===== src/rtl/lcd_pkg.sv =====
// Shared opcodes, error codes and sizes for the LCD host-side sequencer.
package lcd_pkg;

    localparam int IMG_PIXELS = 64;

    localparam logic [3:0] OP_WRITE = 4'd0;
    localparam logic [3:0] OP_UP    = 4'd1;
    localparam logic [3:0] OP_DOWN  = 4'd2;
    localparam logic [3:0] OP_LEFT  = 4'd3;
    localparam logic [3:0] OP_RIGHT = 4'd4;
    localparam logic [3:0] OP_MAX   = 4'd5;
    localparam logic [3:0] OP_MIN   = 4'd6;
    localparam logic [3:0] OP_AVG   = 4'd7;
    localparam logic [3:0] OP_CCW   = 4'd8;
    localparam logic [3:0] OP_CW    = 4'd9;
    localparam logic [3:0] OP_MIRX  = 4'd10;
    localparam logic [3:0] OP_MIRY  = 4'd11;

    typedef enum logic [1:0] {
        ERR_NONE  = 2'd0,
        ERR_TMO   = 2'd1,
        ERR_NOWR  = 2'd2,
        ERR_ORDER = 2'd3
    } err_code_t;

    function automatic logic op_illegal(input logic [3:0] op);
        return op > OP_MIRY;
    endfunction

endpackage


===== src/rtl/lcd_cmd_seq_if.sv =====
// Command strobe and IRAM write stream between host sequencer and LCD controller.
interface lcd_cmd_seq_if;

    logic [3:0] cmd;
    logic       cmd_valid;
    logic       busy;
    logic       done;
    logic       IRAM_valid;
    logic [5:0] IRAM_A;
    logic [7:0] IRAM_D;

    modport master (
        output cmd, cmd_valid,
        input  busy, done, IRAM_valid, IRAM_A, IRAM_D
    );

    modport slave (
        input  cmd, cmd_valid,
        output busy, done, IRAM_valid, IRAM_A, IRAM_D
    );

endinterface


===== src/rtl/lcd_iram_mon.sv =====
// Watches the controller's IRAM writes: count, checksum, in-order addressing.
module lcd_iram_mon
    import lcd_pkg::*;
(
    input  logic        clk,
    input  logic        reset,
    input  logic        active,
    input  logic        valid,
    input  logic [5:0]  addr,
    input  logic [7:0]  data,
    output logic [6:0]  wr_count,
    output logic [15:0] checksum,
    output logic        addr_err
);

    localparam logic [6:0] MAX_WR = 7'(IMG_PIXELS);

    logic hit;

    assign hit      = active && valid;
    assign addr_err = hit && (addr != wr_count[5:0]);

    always_ff @(posedge clk) begin
        if (reset) begin
            wr_count <= '0;
            checksum <= '0;
        end else if (hit) begin
            if (wr_count != MAX_WR)
                wr_count <= wr_count + 1'b1;
            checksum <= checksum + {8'd0, data};
        end
    end

endmodule


===== src/rtl/lcd_cmd_seq.sv =====
// Fetches opcodes from the command ROM and issues them to the LCD controller.
module lcd_cmd_seq
    import lcd_pkg::*;
#(
    parameter int CMD_AW = 6,
    parameter int TMO    = 1023
) (
    input  logic              clk,
    input  logic              reset,
    input  logic              start,
    output logic              CMDROM_rd,
    output logic [CMD_AW-1:0] CMDROM_A,
    input  logic [3:0]        CMDROM_Q,
    lcd_cmd_seq_if.master     ctl,
    output logic [6:0]        wr_count,
    output logic [15:0]       checksum,
    output logic              seq_done,
    output logic              err,
    output logic [1:0]        err_code
);

    localparam int TW = $clog2(TMO + 1);
    localparam logic [TW-1:0]     TMO_LAST = TW'(TMO - 1);
    localparam logic [CMD_AW-1:0] PTR_LAST = '1;

    localparam logic [3:0] S_IDLE      = 4'd0;
    localparam logic [3:0] S_FETCH     = 4'd1;
    localparam logic [3:0] S_LATCH     = 4'd2;
    localparam logic [3:0] S_READY     = 4'd3;
    localparam logic [3:0] S_ISSUE     = 4'd4;
    localparam logic [3:0] S_GUARD     = 4'd5;
    localparam logic [3:0] S_WAIT_BUSY = 4'd6;
    localparam logic [3:0] S_WAIT_DONE = 4'd7;
    localparam logic [3:0] S_FINISH    = 4'd8;
    localparam logic [3:0] S_ERROR     = 4'd9;

    logic [3:0]        state;
    logic [CMD_AW-1:0] ptr;
    logic [3:0]        op;
    logic [TW-1:0]     tmo_cnt;
    err_code_t         ecode;
    logic              addr_err;
    logic              abort;
    logic              tmo_hit;

    assign CMDROM_rd = (state == S_FETCH);
    assign CMDROM_A  = ptr;
    assign seq_done  = (state == S_FINISH);
    assign err       = (state == S_ERROR);
    assign err_code  = ecode;
    assign tmo_hit   = (tmo_cnt == TMO_LAST);
    // A bad write address preempts whatever the FSM was about to do.
    assign abort     = addr_err && (state != S_ERROR) && (state != S_FINISH);

    lcd_iram_mon u_mon (
        .clk      (clk),
        .reset    (reset),
        .active   (state != S_IDLE),
        .valid    (ctl.IRAM_valid),
        .addr     (ctl.IRAM_A),
        .data     (ctl.IRAM_D),
        .wr_count (wr_count),
        .checksum (checksum),
        .addr_err (addr_err)
    );

    always_ff @(posedge clk) begin
        if (reset) begin
            state         <= S_IDLE;
            ptr           <= '0;
            op            <= '0;
            tmo_cnt       <= '0;
            ecode         <= ERR_NONE;
            ctl.cmd       <= '0;
            ctl.cmd_valid <= 1'b0;
        end else begin
            ctl.cmd_valid <= (state == S_ISSUE) && !abort;
            if ((state == S_ISSUE) && !abort)
                ctl.cmd <= op;
            if (abort) begin
                state <= S_ERROR;
                ecode <= ERR_ORDER;
            end else begin
                unique case (state)
                    S_IDLE: if (start) begin
                        ptr   <= '0;
                        state <= S_FETCH;
                    end
                    S_FETCH: state <= S_LATCH;
                    S_LATCH: begin
                        op <= CMDROM_Q;
                        if (!op_illegal(CMDROM_Q)) begin
                            tmo_cnt <= '0;
                            state   <= S_READY;
                        end else if (ptr == PTR_LAST) begin
                            state <= S_ERROR;
                            ecode <= ERR_NOWR;
                        end else begin
                            ptr   <= ptr + 1'b1;
                            state <= S_FETCH;
                        end
                    end
                    S_READY: begin
                        if (!ctl.busy) begin
                            state <= S_ISSUE;
                        end else if (tmo_hit) begin
                            state <= S_ERROR;
                            ecode <= ERR_TMO;
                        end else begin
                            tmo_cnt <= tmo_cnt + 1'b1;
                        end
                    end
                    S_ISSUE: state <= S_GUARD;
                    // busy may not have risen yet in the issue cycle.
                    S_GUARD: begin
                        tmo_cnt <= '0;
                        state   <= (op == OP_WRITE) ? S_WAIT_DONE
                                                    : S_WAIT_BUSY;
                    end
                    S_WAIT_BUSY: begin
                        if (!ctl.busy) begin
                            if (ptr == PTR_LAST) begin
                                state <= S_ERROR;
                                ecode <= ERR_NOWR;
                            end else begin
                                ptr   <= ptr + 1'b1;
                                state <= S_FETCH;
                            end
                        end else if (tmo_hit) begin
                            state <= S_ERROR;
                            ecode <= ERR_TMO;
                        end else begin
                            tmo_cnt <= tmo_cnt + 1'b1;
                        end
                    end
                    S_WAIT_DONE: begin
                        if (ctl.done) begin
                            state <= S_FINISH;
                        end else if (tmo_hit) begin
                            state <= S_ERROR;
                            ecode <= ERR_TMO;
                        end else begin
                            tmo_cnt <= tmo_cnt + 1'b1;
                        end
                    end
                    S_FINISH: state <= S_FINISH;
                    S_ERROR:  state <= S_ERROR;
                    default:  state <= S_IDLE;
                endcase
            end
        end
    end

endmodule

===== src/flat_wrapper.sv =====
// flat-port wrapper written by rule: the top's interface ports become plain ports
module lcd_cmd_seq_flat import lcd_pkg::*;
#(
    parameter int CMD_AW = 6,
    parameter int TMO    = 1023
)
  (clk, reset, start, CMDROM_rd, CMDROM_A, CMDROM_Q, wr_count, checksum, seq_done, err, err_code, ctl_cmd, ctl_cmd_valid, ctl_busy, ctl_done, ctl_IRAM_valid, ctl_IRAM_A, ctl_IRAM_D);
  lcd_cmd_seq_if ctl_i ();
  input  logic clk;
  input  logic reset;
  input  logic start;
  output logic CMDROM_rd;
  output logic [CMD_AW-1:0] CMDROM_A;
  input  logic [3:0] CMDROM_Q;
  output logic [6:0] wr_count;
  output logic [15:0] checksum;
  output logic seq_done;
  output logic err;
  output logic [1:0] err_code;
  output wire logic [$bits(ctl_i.cmd)-1:0] ctl_cmd;
  output wire logic [$bits(ctl_i.cmd_valid)-1:0] ctl_cmd_valid;
  input wire logic [$bits(ctl_i.busy)-1:0] ctl_busy;
  input wire logic [$bits(ctl_i.done)-1:0] ctl_done;
  input wire logic [$bits(ctl_i.IRAM_valid)-1:0] ctl_IRAM_valid;
  input wire logic [$bits(ctl_i.IRAM_A)-1:0] ctl_IRAM_A;
  input wire logic [$bits(ctl_i.IRAM_D)-1:0] ctl_IRAM_D;
  assign ctl_cmd = ctl_i.cmd;
  assign ctl_cmd_valid = ctl_i.cmd_valid;
  assign ctl_i.busy = ctl_busy;
  assign ctl_i.done = ctl_done;
  assign ctl_i.IRAM_valid = ctl_IRAM_valid;
  assign ctl_i.IRAM_A = ctl_IRAM_A;
  assign ctl_i.IRAM_D = ctl_IRAM_D;
  lcd_cmd_seq #(.CMD_AW(CMD_AW), .TMO(TMO)) u_core (.clk(clk), .reset(reset), .start(start), .CMDROM_rd(CMDROM_rd), .CMDROM_A(CMDROM_A), .CMDROM_Q(CMDROM_Q), .ctl(ctl_i), .wr_count(wr_count), .checksum(checksum), .seq_done(seq_done), .err(err), .err_code(err_code));
endmodule

===== config.mk =====
export PLATFORM = sky130hd
export DESIGN_NAME = lcd_cmd_seq_flat
export DESIGN_NICKNAME = d
export VERILOG_FILES = /design/src/rtl/lcd_pkg.sv /design/src/rtl/lcd_cmd_seq_if.sv /design/src/rtl/lcd_iram_mon.sv /design/src/rtl/lcd_cmd_seq.sv /design/src/flat_wrapper.sv
export SDC_FILE = /design/constraint.sdc
export NUM_CORES = 1
export LEC_CHECK = 0
export CELL_PAD_IN_SITES_DETAIL_PLACEMENT = 2
export CELL_PAD_IN_SITES_GLOBAL_PLACEMENT = 2
export CORE_MARGIN = 10
export CORE_UTILIZATION = 27
export CTS_CLUSTER_SIZE = 24
export DETAILED_ROUTE_END_ITERATION = 12
export PLACE_DENSITY = 0.85
export RECOVER_POWER = 50
export SYNTH_ARGS = -nofsm -noshare
export SYNTH_HDL_FRONTEND = slang
export SYNTH_HIERARCHICAL = 1
export SYNTH_SLANG_ARGS = --single-unit
export TNS_END_PERCENT = 5

===== constraint.sdc =====
create_clock -name clk -period 2.75 [get_ports clk]
set_input_delay 0.275 -clock clk [delete_from_list [all_inputs] [get_ports clk]]
set_output_delay 0.275 -clock clk [all_outputs]
set_load 0.1 [all_outputs]

=== Word-level counts from Yosys, hierarchy flattened ===
Index checks and enable logic that the tools add are counted.

* Logic and storage cells: 88
* Input bits: 24
* Register bits: 54
* Output and inout bits: 39

* Magnitude comparators: 1
* Eq/ne operators: 25
* Multiplexer cells: 28
* Reduce and logical (&&, ||, !) cells: 19
* Bitwise gates (word level): 1
* $add $sub $neg: 4

{| class="wikitable"
|+ Operator list
! operator !! count
|-
| 2-to-1 mux 10 bit || 4
|-
| case mux 10 bit (4 select lines) || 1
|-
| case mux 4 bit (10 select lines) || 1
|-
| 2-to-1 mux 4 bit || 8
|-
| 2-to-1 mux 6 bit || 4
|-
| case mux 6 bit (3 select lines) || 1
|-
| adder 16 x 8 -> 16 bit || 1
|-
| equality test 4 x 3 -> 1 bit (second input constant) || 4
|-
| 2-to-1 mux 2 bit || 7
|-
| adder 10 x 1 -> 10 bit (second input constant) || 1
|-
| equality test 10 bit (second input constant) || 1
|-
| AND reduction 5 bit || 2
|-
| != test 3 x 2 -> 1 bit (second input constant) || 3
|-
| equality test 4 x 2 -> 1 bit (second input constant) || 2
|-
| equality test 4 bit (second input constant) || 2
|-
| zero test 4 bit || 2
|-
| != test 2 bit (second input constant) || 4
|-
| != test 4 bit (second input constant) || 2
|-
| case mux 2 bit (4 select lines) || 1
|-
| nonzero test 4 bit || 2
|-
| adder 7 x 1 -> 7 bit (second input constant) || 1
|-
| != test 7 bit (second input constant) || 1
|-
| adder 6 x 1 -> 6 bit (second input constant) || 1
|-
| equality test 6 bit (second input constant) || 1
|-
| 14 further kinds || 21
|}

=== Depth between registers and ports, before layout ===
Gate-level depths: netlist of the first run.

* Depth after elaboration: 7
* Gate-level depth with buffers: 14
* Gate-level depth less buffers: 9

=== Cells and area by module ===
Netlist of the first run, hierarchy kept.

{| class="wikitable"
|+ Modules (own cells, without submodules)
! module !! cells an instance !! sequential area each (sq um) !! times used !! area an instance (sq um)
|-
| lcd_cmd_seq || 215 || 620.6 || 1 || 1757.9
|-
| lcd_iram_mon || 165 || 460.4 || 1 || 1391.3
|}

=== Least setup slack after synthesis of the first run ===
No wires, ideal clock.

* Path type: register -> output
* Start: register u_core.state[0]
* End: output port CMDROM_rd
* Stages on the path, launching flop included: 5
* Data required time: 2.475 ns
* Arrival: 2.832 ns
* Path slack: -0.357 ns
* Buffers on the path: 2
* Cell sequence: dfxtp_1 -> buf_2 -> clkbuf_1 -> nand2b_1 -> nor3_1

* Cells in the longest elaborated chain, start to end: 1

{| class="wikitable"
|+ Ends and longest elaborated chain
! what !! RTL line !! RTL
|-
| start: declaration || lcd_cmd_seq.sv:37 || <nowiki>logic [3:0] state;</nowiki>
|-
| start signal: assignment || lcd_cmd_seq.sv:117 || <nowiki>state <= (op == OP_WRITE) ? S_WAIT_DONE</nowiki>
|-
| equality test 4 x 1 -> 1 bit || lcd_cmd_seq.sv:46 || <nowiki>assign CMDROM_rd = (state == S_FETCH);</nowiki>
|-
| end: declaration || flat_wrapper.sv:12 || <nowiki>output logic CMDROM_rd;</nowiki>
|}

No other way between the ends.

=== Worst setup path after layout of the first run ===
* Start: input port ctl_IRAM_A[2]
* End: register u_core.tmo_cnt[8]

* Cells in the longest elaborated chain, start to end: 6

{| class="wikitable"
|+ Ends and longest elaborated chain
! what !! RTL line !! RTL
|-
| start: declaration || flat_wrapper.sv:25 || <nowiki>input wire logic [$bits(ctl_i.IRAM_A)-1:0] ctl_IRAM_A;</nowiki>
|-
| != test 6 bit || lcd_iram_mon.sv:21 || <nowiki>assign addr_err = hit && (addr != wr_count[5:0]);</nowiki>
|-
| logical AND 1 bit || lcd_iram_mon.sv:21 ||
|-
| net u_core.addr_err || lcd_cmd_seq.sv:42 || <nowiki>logic addr_err;</nowiki>
|-
| logical AND 1 bit (2 in series) || lcd_cmd_seq.sv:53 || <nowiki>assign abort = addr_err && (state != S_ERROR) && (state != S_FINISH);</nowiki>
|-
| NOT 1 bit (no line) || n/a ||
|-
| AND reduction 5 bit (no line) || n/a ||
|-
| end signal: assignment || lcd_cmd_seq.sv:110 || <nowiki>tmo_cnt <= tmo_cnt + 1'b1;</nowiki>
|-
| end signal: assignment || lcd_cmd_seq.sv:133 || <nowiki>tmo_cnt <= tmo_cnt + 1'b1;</nowiki>
|-
| end signal: assignment || lcd_cmd_seq.sv:143 || <nowiki>tmo_cnt <= tmo_cnt + 1'b1;</nowiki>
|-
| end: declaration || lcd_cmd_seq.sv:40 || <nowiki>logic [TW-1:0] tmo_cnt;</nowiki>
|}

The timed path passes the listed nets, and every way through them passes these cells.
A chain may end at the register's enable or synchronous reset.

==> results of run 1 <==
[per-layer routing]
layer  GRT usage  part of all wire
met4      0.0430             0.017
met5           0                 0
met3      0.0380             0.047
met2       0.233              0.50
met1       0.155              0.44
[what timing repair did]
item / in CTS / in global routing
gates resized for setup: 1 / 9
setup buffers: 0 / 1
cloned: 0 / 2
setup endpoints to repair: 7 / 9
pin swaps: 0 / 4
[registers in the layout, summed over array words and instances (netlist names)]
signal                 flops
u_core/op                  4
u_core/CMDROM_A            6
u_core/u_mon/checksum     16
u_core/u_mon/wr_count      7
u_core/tmo_cnt            10
u_core/err_code            2
u_core/ctl.cmd_valid       1
u_core/state               4
u_core/ctl.cmd             4
[through the flow]
stage / setup slack [ps] / instance area [sq um] / utilization / std cells
5_1_grt: -7.85 / 4000 / 0.350 / 600
4_1_cts: 16.3 / 4100 / 0.359 / 597
3_5_place_dp: -337 / 3920 / 0.344 / 589
3_3_place_gp: 13.1 / 3920 / 0.344 / 589
2_1_floorplan: -278 / 3150 / - / 380
6_report: 146 / 4000 / 0.350 / 600
[synth_stat cells (4+ instances only)]
master	n
o31ai_1	9
or4_1	8
inv_1	11
nor4b_1	6
and2_1	4
clkbuf_1	10
or3_1	8
buf_6	4
nand2_1	27
dfxtp_1	54
buf_2	4
mux2i_1	9
o21ai_0	21
nand3_1	15
a21oi_1	34
nor2_1	36
and3_1	8
nor2b_1	6
xor2_1	8
nor4_1	4
nor3_1	4
nand4_1	6
ha_1	13
and4_1	4
a31oi_1	7
nand2b_1	8
xnor2_1	9
[worst max-delay path, cell delays in order]
cell and delay [ps]:
clkdlybuf4s50_1 410, xor2_1 150, nor4_2 320, buf_4 170
a31oi_2 100, nor2_2 190, o21ai_2 110, or3_4 440
or4_1 530, a21oi_2 150
[cells by family after synthesis]
family | after synthesis | share of synthesized area
AOI/OAI and AO/OA | 94 | 0.186
xor gates and xnor gates | 17 | 0.0473
adders and majority gates | 14 | 0.0580
buffers and inverters | 30 | 0.0469
DFF | 54 | 0.343
muxes | 11 | 0.0358
and+or+nand+nor | 160 | 0.282
[power by group through the flow]
stage | Combinational (mW) | Sequential [mW] | Clock (mW)
floorplan | 0.944 | 1.40 | 0
global placement | 1.81 | 0.990 | 0
detailed placement | 1.88 | 0.993 | 0
CTS | 1.89 | 0.978 | 0.783
global route | 2.03 | 0.993 | 0.812
finish | 1.87 | 0.975 | 0.750
[final timing paths]
kind                                  from                       end  slack, ps  cells after the start
setup / recovery             ctl_IRAM_A[2]         u_core/tmo_cnt[8]        150                     10
hold / removal    u_core/u_mon/checksum[6]  u_core/u_mon/checksum[6]        480                      2
setup reg to reg  u_core/u_mon/wr_count[2]         u_core/tmo_cnt[8]        180                      9
hold reg to reg   u_core/u_mon/checksum[6]  u_core/u_mon/checksum[6]        480                      2
[final cells by class]
type                       count  area (sq um)
tap                          143           179
fill                        1364          7420
inverter                      11          41.3
clock buffer                   6           129
sequential                    54          1080
timing repair buffer          86           554
multi-input combinational    298          1980
clock inverter                 2          37.5
==> qor.txt, run 1 <==
outcome -> finished, final reports clean
root buffer cell -> clkbuf_16
Avg Inst Size Synth -> 8.29 sq um
chip width -> 128 um
Post-CTS Hold Buffers -> 0
routed vias -> 3194
Slew Viols, Final -> 0
post-DP HPWL -> 8360 um
DR iter-0 viols -> 115
switching share of power -> 0.484
Detail Route Antenna Nets -> 0
clk_skew -> 5.92 ps
Yosys warnings -> 6
Tot GR Track Use -> 0.134
Seq cells post-synth -> 54
Clock Path Buffers -> 2
Pint -> 1.85 mW
final hold slack -> 481 ps
commonest non-fill, non-tap cells in the layout -> dfxtp_1, clkbuf_1, nor2_1, a21oi_1, nand2_1
final WL -> 11200 um
commonest non-fill, non-tap cell in the layout -> dfxtp_1
gpl congestion -> 0.780
CP max FO -> 5
Synth area leader -> dfxtp_1
crit path DAT -> 2850 ps
Mapped Nets -> 418
max_cap viols -> 0
CP startpoint kind -> primary input
Initial Utilization -> 0.276
core area -> 0.0114 sq mm
Power Density -> 898 mW/mm^2
CTS Sinks -> 54
# IOs -> 63
Residual DRC -> 0
die area -> 0.0164 sq mm
total negative slack -> 0 ps
initial antenna violation count -> 0
Clock Pin Slew Worst Setup and Hold Paths -> 80 ps
Slew @ Worst Pin -> 1240 ps
Yosys top cell area share -> 0.343
synthesized area -> 0.00315 sq mm
TritonCTS clock tree -> built
VDD IR max -> 0.486 mV
Chip Height -> 128 um
CTS buffer count -> 5
Final min period -> 2600 ps
Max-slew headroom -> 0.175
Crit. End Element -> flop
area grow syn2layout -> 27.0%
Synth Instances -> 380
final hold vios -> 0
Max Clk Rate -> 384 MHz
combinational fraction of design power -> 0.520
first-pass GRT wire length -> 18200 um
Post-synth top flop -> dfxtp_1
vias in the first global route -> 3511
Vias/cell -> 5.32
layout cells sized above 1 -> 0.116
ys async rst share -> 0
final setup vio count -> 0
EDFF count, synth -> 0
total grt overflow -> 0
Rows -> 39
Synth area leaders -> dfxtp_1, a21oi_1, ha_1, nor2_1, o21ai_0
sequential element share of the synthesized area -> 0.343
Max H-tree Level -> 2
Clk Latency, worst-skew pair -> 310 ps
pin count of the biggest net entering global routing -> 27
final worst-path cycle share -> 0.947
DRT Pass-1 Iters -> 4
Pleak -> 1.43 nW
Flop pwr share -> 0.271
clock power share -> 0.209
Net Sw Power -> 1.74 mW
Hold WC Path Type -> flop to flop
total power -> 3.59 mW
Inserted Diodes -> 0
Final nets -> 494
IO Port Bufs -> 62
drt wl/cell -> 18.6 um
CP Class -> primary input to flop
CP Data Required Time -> 3000 ps
Netlist cell types -> 59
(Power assumes the default switching activity.)
==> run 2: changes to the inputs <==
==> constraint.sdc (replaced) <==
create_clock -name clk -period 2.75 [get_ports clk]
set_input_delay 0.55 -clock clk [delete_from_list [all_inputs] [get_ports clk]]
set_output_delay 0.55 -clock clk [all_outputs]
set_load 0.1 [all_outputs]
==> qor.txt, run 2 (synthesis gave the netlist of run 1 again) <==
switching share of power -> 0.485
Slew Viols, Final -> 0
Crit-path slowest cell -> or4_1
Rows -> 39
CTS Sinks -> 54
FF-to-FF setup slack -> 140 ps
DR iter-0 viols -> 61
Final nets -> 507
Residual DRC -> 0
CP startpoint kind -> primary input
pin count of the biggest net entering global routing -> 27
area grow syn2layout -> 31.1%
Max H-tree Level -> 2
critical-path cell list -> dlygate4sd2_1, xor2_1, nor4_4, a31oi_4, nor2_2, o21ai_1, or3_4, buf_6, or4_1, a21oi_1
Initial Utilization -> 0.276
clk_skew -> 6.69 ps
largest registers -> u_core/u_mon/checksum: 16 flops, u_core/tmo_cnt: 10 flops, u_core/u_mon/wr_count: 7 flops
CTS buffer count -> 5
combinational fraction of design power -> 0.562
Max Clk Rate -> 375 MHz
crit path DAT -> 2900 ps
Chip Height -> 128 um
largest register by flop count -> u_core/u_mon/checksum
max_cap viols -> 0
Power Density -> 906 mW/mm^2
routed length on met2 -> 5930 um
Clock Pin Slew Worst Setup and Hold Paths -> 80 ps
min-delay src -> u_core/u_mon/checksum[0]
drt wl/cell -> 19.2 um
Pint -> 1.92 mW
vias in the first global route -> 3702
Hold Path Depth -> 2
Crit. End Element -> flop
DR WL met3 -> 593 um
outcome -> finished, final reports clean
TritonCTS clock tree -> built
final setup vio count -> 0
FF-to-FF End -> u_core/state[1]
final worst-path cycle share -> 0.970
clock power share -> 0.178
fin cells -> 613
# IOs -> 63
Net Sw Power -> 1.82 mW
root buffer cell -> clkbuf_16
cell total after placement -> 592
commonest non-fill, non-tap cells in the layout -> dfxtp_1, clkbuf_1, buf_4, nor2_1, a21oi_1
first-pass GRT wire length -> 19400 um
commonest non-fill, non-tap cell in the layout -> dfxtp_1
total power -> 3.74 mW
total grt overflow -> 0
Pleak -> 1.54 nW
Clock Path Buffers -> 2
Detail Route Antenna Nets -> 0
final hold slack -> 483 ps
Worst R2R Start -> u_core/u_mon/wr_count[2]
gpl congestion -> 0.805
IO Port Bufs -> 62
Final min period -> 2670 ps
Vias/cell -> 5.36
routed vias -> 3286
footprint of the multi-input gates -> 0.00197 sq mm
VDD IR max -> 0.469 mV
layout cells sized above 1 -> 0.143
DRT Pass-1 Iters -> 5
CP Data Required Time -> 2980 ps
max reg flops -> 16
Tot GR Track Use -> 0.142
final hold vios -> 0
top routing layer in use -> met4
fill cell count -> 1338
Max-slew headroom -> 0.176
Post-CTS Hold Buffers -> 0
Storage cell area -> 0.00108 sq mm
Clk Latency, worst-skew pair -> 300 ps
die area -> 0.0164 sq mm
FF-to-FF path depth -> 16
chip width -> 128 um
initial antenna violation count -> 0
Flop pwr share -> 0.260
Inserted Diodes -> 0
Hold WC Path Type -> flop to flop
Min-Delay Endpoint -> u_core/u_mon/checksum[0]
core area -> 0.0114 sq mm
Slew @ Worst Pin -> 1240 ps
CP Class -> primary input to flop
Met1 Wirelength -> 5040 um
CP max FO -> 5
final WL -> 11700 um
post-DP HPWL -> 8510 um
max incr delay on CP -> 520 ps
RSZ-0062 raised after global routing -> false
-- run 2: cell type report --
class                   count  share of cell area
clock buffers               5              0.0303
well taps                 143              0.0433
flip-flops and latches     54               0.262
multi-input cells         296               0.478
clock inverters             3             0.00546
inverters                  11              0.0100
repair buffers            101               0.171
-- run 2: worst max-delay path by stage --
stage / from / end / slack, ps
3_3_place_gp: ctl_IRAM_A[5] / u_core/tmo_cnt[9] / -270
5_1_grt: ctl_IRAM_A[2] / u_core/tmo_cnt[5] / 2
3_5_place_dp: ctl_IRAM_A[5] / u_core/tmo_cnt[9] / -460
6_report: ctl_IRAM_A[2] / u_core/tmo_cnt[4] / 80
2_1_floorplan: u_core/u_mon/wr_count[4] / u_core/tmo_cnt[5] / -280
4_1_cts: ctl_IRAM_A[5] / u_core/tmo_cnt[5] / 10
-- run 2: metrics by stage --
step	instance area [sq um]	utilization	worst slack (ps)	setup TNS (ps)
final	4130	0.361	83.7	0
after global routing	4130	0.361	1.93	0
after CTS	4250	0.372	13.6	0
after detailed placement	3960	0.347	-463	-5810
after global placement	3960	0.347	-272	-3240
after floorplan	3150	-	-278	-2500
-- run 2: what timing repair did --
action | in CTS | in global routing
gates resized for setup | 14 | 6
pin swaps | 10 | 6
buffers inserted | 14 | 0
setup endpoints to repair | 12 | 15
hold endpoints to repair | 0 | 0
-- run 2: power by group through the flow --
stage | clock network [mW] | registers [mW] | logic [mW]
after floorplan | 0 | 1.40 | 0.944
after global placement | 0 | 0.986 | 1.85
after detailed placement | 0 | 0.990 | 1.93
after CTS | 0.696 | 0.975 | 2.13
after global routing | 0.728 | 0.989 | 2.26
final | 0.667 | 0.972 | 2.10
-- run 2: routing by layer --
metal  vias to the layer above  track usage
met1                      1632        0.168
met4                         0       0.0364
met5                         -            0
li1                       1572            -
met3                        13       0.0385
met2                        69        0.248
-- run 2: critical path: cells and delay by family --
kind	cells	cell delay, ps
simple gates	4	1440
compound gates	3	370
buf+inv	2	380
xor+xnor	1	160
==> RTL change 1, RTL diff (settings of run 2) <==
Add an input register stage for `CMDROM_Q`, with the module's reset; this delays it by one clock. The other inputs are not delayed to match.
--- a/src/rtl/lcd_cmd_seq.sv
+++ b/src/rtl/lcd_cmd_seq.sv
@@ -33,6 +33,16 @@
     localparam logic [3:0] S_WAIT_DONE = 4'd7;
     localparam logic [3:0] S_FINISH    = 4'd8;
     localparam logic [3:0] S_ERROR     = 4'd9;
+
+    logic [3:0] CMDROM_Q_q;
+
+    always_ff @(posedge clk) begin
+        if (reset) begin
+            CMDROM_Q_q <= '0;
+        end else begin
+            CMDROM_Q_q <= CMDROM_Q;
+        end
+    end
 
     logic [3:0]        state;
     logic [CMD_AW-1:0] ptr;
@@ -88,8 +98,8 @@
                     end
                     S_FETCH: state <= S_LATCH;
                     S_LATCH: begin
-                        op <= CMDROM_Q;
-                        if (!op_illegal(CMDROM_Q)) begin
+                        op <= CMDROM_Q_q;
+                        if (!op_illegal(CMDROM_Q_q)) begin
                             tmo_cnt <= '0;
                             state   <= S_READY;
                         end else if (ptr == PTR_LAST) begin
Function: changed (a bounded check fails within 4 cycles, from zero or initial values and one cycle with reset high).
==> RTL change 1 against run 2 <==
Sequential cell count grew 4; synthesized area grew 2.0%; wire length grew 3.5%; combinational power shrank 23%; final cell count grew 1.6%; setup slack lost 0.00052 ns; power grew 3.0%; critical endpoint is now u_core/tmo_cnt[1]; design area grew 4.6%; clock power grew 86%; first-iteration DRC count grew to 2.8 times the old value.
==> RTL change 1: results (changes against run 2) <==
Routing
  – Routed vias/inst: 5.35 (was 5.36)
  – DRT Pass-1 Iters: 4 (was 5)
  – Wire per inst: 19.5 um (was 19.2 um)

Synthesis
  – Area contributors post-synth: dfxtp_1, a21oi_1, ha_1 (unchanged)
  – FF+latch count, synth: 58 (was 54)
  – Sequential area share after synthesis: 0.361 (was 0.343)
  – Net Count, Synth: 427 (was 418)
  – Synth top cells by count: dfxtp_1, nor2_1, a21oi_1 (unchanged)

Power and ir drop
  – Net switching share of the total power: 0.427 (was 0.485)
  – Leakage power: 1.58 nW (was 1.54 nW)
  – Clk power: 0.00124 W (was 0.000667 W)
  – Combinational cell fraction of total power: 0.418 (was 0.562)
  – Peak supply drop: 0.696 mV (was 0.469 mV)

Critical path
  – Maximum fanout along the worst path: 8 (was 5)
  – CP arrival: 2.94 ns (was 2.90 ns)
  – Reg2reg path depth: 8 (was 16)
  – Startpoint Class: flip-flop (was input pin)
  – Max incr delay on CP: 0.56 ns (was 0.52 ns)
  – R2r endpoint: u_core/tmo_cnt[1] (was u_core/state[1])
  – Reg2reg start: u_core/state[0] (was u_core/u_mon/wr_count[2])

Worst hold path
  – HP Class: flip-flop to flip-flop (unchanged)
  – Worst Hold End: u_core/ctl.cmd[2] (was u_core/u_mon/checksum[0])
  – Min-delay src: u_core/ctl.cmd[2] (was u_core/u_mon/checksum[0])

Final layout
  – Seq/total area: 0.269 (was 0.262)
  – Layout Nets: 513 (was 507)
  – NonClk Buf Share: 0.147 (was 0.171)
  – Area of the multi-input gates: 0.00198 mm2 (was 0.00197 mm2)
  – Layout cells sized above 1: 0.144 (was 0.143)
  – Invs w/o clock: 10 (was 11)
  – Fillers: 1334 (was 1338)
  – Largest register FFs: 16 (unchanged)
  – Fin area: 0.00432 mm2 (was 0.00413 mm2)
  – Clock buffers: 11 (was 5)
  – Non-clock buffer count: 94 (was 101)
  – ClkCell Share: 0.0742 (was 0.0358)

GRT
  – Total global-route track usage: 0.151 (was 0.142)
  – Global-route wire length before repair: 19.9 mm (was 19.4 mm)
  – Vias in the first global route: 3703 (was 3702)

STA
  – Skew final: 0.0118 ns (was 0.00669 ns)
  – Rel. slew slack: 0.171 (was 0.176)
  – Hold Worst Slack: 0.474 ns (was 0.483 ns)

Placement
  – Placed cell area: 0.00409 mm2 (was 0.00396 mm2)
  – Worst slack, placed: -0.552 ns (was -0.463 ns)
  – Detail Placement HPWL: 8.88 mm (was 8.51 mm)

Clock network
  – Clock input transition at the sequential cells of the worst setup and hold paths: 0.05 ns (was 0.08 ns)
  – Clk_lat worst skew: 0.35 ns (was 0.30 ns)
  – Number of H-tree levels: 3 (was 2)
  – Total CTS buffers: 9 (was 5)

Outcome
  – Status: finished clean (unchanged)
## RTL change 1: cell types whose count changed in the layout (fill, tap and decap cells not counted), moves of 4 or more
cell,change
clkbuf_16,+4
buf_4,-6
or4_1,-5
nand3_1,+4
a21oi_1,-6
xnor2_1,+6
dfxtp_1,+4
nor2_1,+5
nor4_1,+5
a21oi_2,+4
## RTL change 1: repair_timing
action | in CTS | in global routing
pin swaps | 7 | 7
endpoints found under the setup margin | 10 | 10
hold endpoints to repair | 0 | 0
gates cloned | 1 | 0
resized for setup | 8 | 6
setup buffers | 0 | 0
## RTL change 1: logic make-up after synthesis
group / count (synthesis) / synth area share
xor+xnor: 22 / 0.0600
mux: 9 / 0.0288
compound gates: 91 / 0.176
flops: 58 / 0.361
buf+inv: 30 / 0.0382
simple gates: 165 / 0.279
fa+ha+maj: 14 / 0.0569
## RTL change 1: how the worst max path moves through the flow
stage / endpoint / slack (ns) / cells past startpoint
global route: u_core/tmo_cnt[8] / 0.007 / 7
floorplan: seq_done / -0.70 / 4
detailed placement: u_core/tmo_cnt[5] / -0.55 / 8
CTS: u_core/tmo_cnt[4] / 0.02 / 8
finish: u_core/tmo_cnt[1] / 0.08 / 8
global placement: u_core/tmo_cnt[5] / -0.45 / 8
## RTL change 1: stage by stage
| stage | utilization | instances | power (W) |
|---|---|---|---|
| floorplan | - | 389 | 0.00215 |
| global placement | 0.355 | 606 | 0.00259 |
| detailed placement | 0.355 | 606 | 0.00266 |
| CTS | 0.386 | 623 | 0.00395 |
| global route | 0.375 | 623 | 0.00407 |
| finish | 0.375 | 623 | 0.00385 |
## RTL change 1: metal layers
layer,track usage,share of wire,vias to the layer above
li1,-,-,1597
met1,0.166,0.42,1647
met2,0.269,0.51,69
met3,0.0367,0.043,22
met4,0.0742,0.026,0
met5,0,0,-
==> RTL change 2, RTL diff (config.mk and constraints of run 2) <==
Made on the original files. Change the localparam `S_WAIT_DONE` from 4'd7 to 4'd4.
--- a/src/rtl/lcd_cmd_seq.sv
+++ b/src/rtl/lcd_cmd_seq.sv
@@ -30,7 +30,7 @@
     localparam logic [3:0] S_ISSUE     = 4'd4;
     localparam logic [3:0] S_GUARD     = 4'd5;
     localparam logic [3:0] S_WAIT_BUSY = 4'd6;
-    localparam logic [3:0] S_WAIT_DONE = 4'd7;
+    localparam logic [3:0] S_WAIT_DONE = 4'd4;
     localparam logic [3:0] S_FINISH    = 4'd8;
     localparam logic [3:0] S_ERROR     = 4'd9;
 
Check against the original RTL: not equivalent (Yosys sat finds a counterexample within 10 cycles, from zero or initial values and one cycle with reset high).
==> RTL change 2 against run 2 <==
Design area shrank 2.5%; first-iteration DRC count rose by 3.3%; power is 7.5% lower; synthesized area is 2.5% lower; wire length down 6.9%; clock power decreased by 2%; setup slack got worse by 0.012 ns; worst hold slack better by 0.0013 ns; sequential cell count did not move.
==> RTL change 2: results (changes against run 2) <==
Outcome
  – Status: finished clean (unchanged)

GRT
  – Largest net degree at the start of global routing: 18 (was 27)
  – GR Util met2: 0.242 (was 0.248)
  – Global-route wire length before repair: 17.7 mm (was 19.4 mm)
  – Met1 GRT Util: 0.143 (was 0.168)
  – Vias in the first global route: 3501 (was 3702)
  – Total global-route track usage: 0.129 (was 0.142)

Synthesis
  – Synth top cells by count: dfxtp_1, nor2_1, a21oi_1 (unchanged)
  – Netlist cell types: 63 (was 59)
  – Post-Synth Adder-Cell Area: 0.0595 (was 0.0580)
  – Area contributors post-synth: dfxtp_1, a21oi_1, ha_1 (unchanged)
  – Post-synthesis mux area share: 0.0269 (was 0.0358)
  – Sequential area share after synthesis: 0.352 (was 0.343)

Placement
  – Placed cell area: 0.00394 mm2 (was 0.00396 mm2)
  – Detail Placement HPWL: 8.42 mm (was 8.51 mm)
  – Worst slack, placed: -0.448 ns (was -0.463 ns)
  – Port Buffers: 61 (was 62)
  – Gp weighted congestion: 0.802 (was 0.805)

Critical path
  – R2R setup slack: 0.30 ns (was 0.14 ns)
  – Reg2reg path depth: 8 (was 16)
  – Reg2reg start: u_core/u_mon/wr_count[4] (was u_core/u_mon/wr_count[2])
  – R2r endpoint: u_core/tmo_cnt[4] (was u_core/state[1])
  – Maximum fanout along the worst path: 6 (was 5)
  – Setup crit start: ctl_IRAM_A[4] (was ctl_IRAM_A[2])

Clock network
  – Post-CTS Setup Bufs: 0 (was 14)
  – CTS resizes: 5 (was 14)

Power and ir drop
  – Peak supply drop: 0.535 mV (was 0.469 mV)
  – Int Pwr: 0.00179 W (was 0.00192 W)

Final layout
  – Invs w/o clock: 15 (was 11)
  – Non-clock buffer count: 90 (was 101)
  – Num sequential: 54 (unchanged)
  – Multi-input comb cells: 287 (was 296)

Routing
  – WL met3: 360 um (was 593 um)
  – Routed wl met2: 5.86 mm (was 5.93 mm)
  – DRT iter0 DRCs: 63 (was 61)
  – Drt total wl: 10.9 mm (was 11.7 mm)

STA
  – Worst Tran Pin Value: 1.19 ns (was 1.24 ns)
  – Skew final: 0.00386 ns (was 0.00669 ns)
  – Hold Worst Slack: 0.484 ns (was 0.483 ns)

Floorplan
  – Die area: 0.0160 mm2 (was 0.0164 mm2)
RTL change 2: cell types whose count changed in the layout (fill, tap and decap cells not counted), sizes merged, moves of 4 or more:
cell | before | now
buf | 41 | 29
nand2 | 27 | 34
o31ai | 9 | 2
nand2b | 8 | 2
nand3 | 15 | 21
or4 | 9 | 3
xnor2 | 9 | 15
a2111oi | 2 | 7
o21ai | 22 | 18
RTL change 2: worst reg2reg max path, stage by stage (launching register included):
cell     delay [ns]
dfxtp_1        0.48
xor2_1         0.16
nor4_2         0.32
a31oi_2        0.19
nor2_2         0.19
o21ai_2        0.09
or2_4          0.27
or4_1          0.52
a21oi_1        0.15
RTL change 2: power groups by stage:
stage               combinational [W]  clock, W  sequential, W
finish                        0.00185  0.000655       0.000951
global route                  0.00199  0.000717       0.000970
CTS                           0.00189  0.000684       0.000954
detailed placement            0.00187         0       0.000972
global placement              0.00180         0       0.000967
floorplan                    0.000828         0        0.00142
